--- src/rtl/sseg_bin2bcd_pkg.sv ---
// Shared constants and state encoding for the
// display-side binary-to-BCD converter.
package sseg_bin2bcd_pkg;

  localparam int SSEG_DIGITS        = 8;
  localparam int BCD_SCRATCH_DIGITS = 10;
  localparam int NUM_W              = SSEG_DIGITS * 4;
  localparam int SCRATCH_W          = BCD_SCRATCH_DIGITS * 4;

  localparam logic [NUM_W-1:0] ERR_PATTERN_DEF = 32'hEEEEEEEE;

  typedef enum logic [1:0] {
    S_IDLE,
    S_SHIFT,
    S_FINISH
  } state_t;

endpackage

--- src/rtl/sseg_dd_step.sv ---
// Add-3 correction applied to every BCD digit
// before each double-dabble shift.
module sseg_dd_step #(
  parameter int DIGITS = 10
) (
  input  logic [DIGITS*4-1:0] d,
  output logic [DIGITS*4-1:0] q
);

  // A digit of 5..9 becomes 8..12, so the 4-bit add never carries
  always_comb begin
    q = d;
    for (int i = 0; i < DIGITS; i++) begin
      if (d[i*4 +: 4] >= 4'd5)
        q[i*4 +: 4] = d[i*4 +: 4] + 4'd3;
    end
  end

endmodule

--- src/rtl/sseg_bin2bcd.sv ---
// Binary to packed-BCD converter feeding the
// seven-segment driver; hex passthrough or decimal.
module sseg_bin2bcd
  import sseg_bin2bcd_pkg::*;
#(
  parameter logic [31:0] ERR_PATTERN = ERR_PATTERN_DEF,
  parameter int          ITERS       = 32
) (
  input  logic        clk,
  input  logic        rst,
  input  logic        in_valid,
  output logic        in_ready,
  input  logic [31:0] in_bin,
  input  logic        in_mode,
  output logic [31:0] num,
  output logic        done,
  output logic        overflow
);

  localparam int CNT_W = $clog2(ITERS);
  localparam logic [CNT_W-1:0] LAST = CNT_W'(ITERS - 1);

  state_t               state;
  logic [31:0]          shreg;
  logic [SCRATCH_W-1:0] scratch;
  logic [SCRATCH_W-1:0] corr;
  logic [CNT_W-1:0]     cnt;

  sseg_dd_step #(
    .DIGITS(BCD_SCRATCH_DIGITS)
  ) u_step (
    .d(scratch),
    .q(corr)
  );

  // Request handshake, shift engine and held result register
  always_ff @(posedge clk) begin
    if (rst) begin
      state    <= S_IDLE;
      num      <= '0;
      done     <= 1'b0;
      overflow <= 1'b0;
      in_ready <= 1'b1;
      shreg    <= '0;
      scratch  <= '0;
      cnt      <= '0;
    end else begin
      done <= 1'b0;
      unique case (state)
        S_IDLE: begin
          if (in_valid && in_ready) begin
            overflow <= 1'b0;
            if (!in_mode) begin
              num  <= in_bin;
              done <= 1'b1;
            end else begin
              shreg    <= in_bin;
              scratch  <= '0;
              cnt      <= '0;
              in_ready <= 1'b0;
              state    <= S_SHIFT;
            end
          end
        end
        S_SHIFT: begin
          {scratch, shreg} <= {corr, shreg} << 1;
          cnt <= cnt + 1'b1;
          if (cnt == LAST)
            state <= S_FINISH;
        end
        S_FINISH: begin
          if (|scratch[SCRATCH_W-1:32]) begin
            num      <= ERR_PATTERN;
            overflow <= 1'b1;
          end else begin
            num <= scratch[31:0];
          end
          done     <= 1'b1;
          in_ready <= 1'b1;
          state    <= S_IDLE;
        end
        default: state <= S_IDLE;
      endcase
    end
  end

endmodule
--- config.mk ---
export PLATFORM = sky130hd
export DESIGN_NAME = sseg_bin2bcd
export DESIGN_NICKNAME = d
export VERILOG_FILES = /design/src/rtl/sseg_bin2bcd_pkg.sv /design/src/rtl/sseg_dd_step.sv /design/src/rtl/sseg_bin2bcd.sv
export SDC_FILE = /design/constraint.sdc
export NUM_CORES = 1
export LEC_CHECK = 0
export BUFFER_PORTS_ARGS = -buffer_cell sky130_fd_sc_hd__buf_2
export CELL_PAD_IN_SITES_DETAIL_PLACEMENT = 2
export CELL_PAD_IN_SITES_GLOBAL_PLACEMENT = 2
export CORE_UTILIZATION = 36
export CTS_BUF_LIST = sky130_fd_sc_hd__clkbuf_8
export DETAILED_ROUTE_END_ITERATION = 10
export HOLD_SLACK_MARGIN = 0.08
export PLACE_DENSITY_LB_ADDON = 0.1
export SLEW_MARGIN = 25
export SYNTH_ARGS = -nofsm -noshare
export SYNTH_HDL_FRONTEND = slang
export SYNTH_HIERARCHICAL = 1
export SYNTH_SLANG_ARGS = --single-unit
--- constraint.sdc ---
create_clock -name clk -period 1.85 [get_ports clk]
set_input_delay 0.37 -clock clk [delete_from_list [all_inputs] [get_ports clk]]
set_output_delay 0.37 -clock clk [all_outputs]
set_load 0.05 [all_outputs]
==> results.py <==
metrics = {
    "worst_setup_path": {
        "cp.depth": 4,
        "worst_setup_path_start_kind": "flop",
        "cp.required_ns": 2.16,
        "cp_cell_sequence": "or4_1, buf_4, nor4_1, o31ai_1",
        "slowest_delay_ns": 0.60,
        "critPathMaxFanout": 7,
        "cp_num_buf_inv": 1,
        "critPathKind": "flop to flop",
        "cpMaxStageDelayCell": "or4_1",
        "crit_arrival_ns": 2.03,
        "cp_top_family": "simple AND/OR/NAND/NOR gates",
        "end_kind": "flop",
        "r2r_cells": 4,
    },
    "final_layout": {
        "post-route-util": 0.447,
        "num_antenna_cells": 0,
        "syn2layout_area_growth_pct": 20.6,
        "fin_cells": 949,
        "final_area_um2": 6840,
        "fin_nets": 787,
        "drive_above_1_share": 0.207,
    },
    "timing": {
        "whs_ns": 0.201,
        "rsz0062_at_grt": "no",
        "finalCriticalPeriod_ns": 1.72,
        "worst_pin_slew_ns": 0.489,
        "slew_viol_final": 0,
        "finalHoldViolations": 0,
        "finClkSkew_ns": 0.00886,
        "relSlewSlack": 0.670,
        "tns_ns": 0,
        "fmax_mhz": 582,
        "layout_worst_path_cycle_share": 0.928,
        "worst_slack_ns": 0.132,
        "setup_viol_count_final": 0,
    },
    "clock_network": {
        "postCtsHoldBufs": 0,
        "clock-root-buffer": "clkbuf_8",
        "clk_path_buf_depth": 2,
        "cts_resized": 0,
        "post_cts_buffers": 0,
        "numCtsBuffers": 17,
        "cts_tree": "done",
        "cts.sinks": 114,
        "clk_pin_slew_ns": 0.07,
        "htree_levels": 4,
        "clock_latency_ns": 0.45,
    },
    "global_routing": {
        "grt_pass1_wl_um": 31900,
        "grt_use_total": 0.255,
        "grt_max_degree": 47,
        "first_global_vias": 5751,
        "overflow": 0,
        "antenna_found_initial": 0,
    },
    "hold_path": {
        "holdCritPathClass": "input port to flop",
        "min_delay_path_depth": 3,
    },
    "power": {
        "p_total_mw": 5.94,
        "max-vdd-ir-drop_mv": 0.520,
        "leakage_nw": 2.82,
        "p_per_area_nw_per_um2": 868,
    },
    "detailed_routing": {
        "via_per_inst": 5.69,
        "postRouteAntennaNets": 0,
        "vias": 5399,
        "routedWlPerCell_um": 20.9,
        "drt_pre_antenna_iters": 4,
        "wl_um": 19800,
        "drt-initial-drc-count": 294,
        "drc": 0,
    },
    "die": {
        "die_area_um2": 16300,
        "placementRows": 45,
        "start_util": 0.370,
        "ios": 71,
        "core_area_um2": 15300,
        "die_w_um": 128,
        "dieHeight_um": 128,
    },
    "yosys": {
        "synth_fp_nets": 721,
        "synth_cells": 663,
        "yosys_warnings": 6,
        "synthesis.area_um2": 5670,
        "avgSynthCellArea_um2": 8.56,
    },
    "placement": {
        "dp.cells": 920,
        "place_ws_ns": 0.0252,
        "place.port_buffers": 70,
        "hpwl_um": 13600,
        "place.gp.congestion": 0.772,
        "dpl-instance-area_um2": 6420,
    },
    "run_status": {
        "status": "finished clean",
    },
    "flow_run": {
        "timing.max_cap.violations": 0,
    },
}
==> layer usage <==
metal,vias to the layer above,wire [µm],track usage
li1,2574,-,-
met5,-,0,0
met2,71,9610,0.419
met1,2738,9260,0.336
met4,0,251,0.0819
met3,16,711,0.0503
==> report_power, final <==
group / leakage [nW] / total [mW] / switching [mW] / internal [mW]
Clock: 0.216 / 2.52 / 1.01 / 1.51
Sequential: 0.929 / 2.65 / 0.0749 / 2.57
Combinational: 1.68 / 0.770 / 0.528 / 0.242
==> cells in the final DEF (no fill, tap or decap), drive strengths merged, types with 10 or more instances in the layout <==
cell type    n
dfxtp      114
nand2      104
buf        104
a21oi       46
a22o        41
o21ai       40
inv         33
a311oi      31
nand4       23
clkbuf      23
ha          22
o31ai       21
nor4        21
nand2b      21
mux2i       17
nor2        15
o32ai       10
xnor2       10
==> registers in the layout, indices dropped and copies added (netlist names) <==
signal / cells
in_ready: 1
state: 2
shreg: 32
scratch: 40
num: 32
done: 1
cnt: 5
overflow: 1
==> worst paths after layout <==
check / startpoint / end / slack, ns
max: scratch[39]$_SDFFE_PP0P_ / num[30]$_SDFFE_PP0P_ / 0.13
min reg2reg: num[8]$_SDFFE_PP0P_ / num[8]$_SDFFE_PP0P_ / 0.46
min: in_bin[9] / shreg[9]$_SDFFE_PP0P_ / 0.20
max reg2reg: scratch[39]$_SDFFE_PP0P_ / num[30]$_SDFFE_PP0P_ / 0.13
==> layout make-up <==
type,instances,area [µm²]
tap,211,264
inverter,33,124
clock buffer,23,317
fill,1691,8470
sequential,114,2280
timing repair buffer,104,706
clock inverter,5,100
multi-input combinational,459,3050
==> worst register-to-register path, delay by kind of cell, from the launching register on <==
kind	cells	cell delay, ns
simple gates	2	0.91
buf+inv	1	0.20
flops	1	0.35
compound gates	1	0.13
No activity file was read; power rests on OpenSTA's default activity.
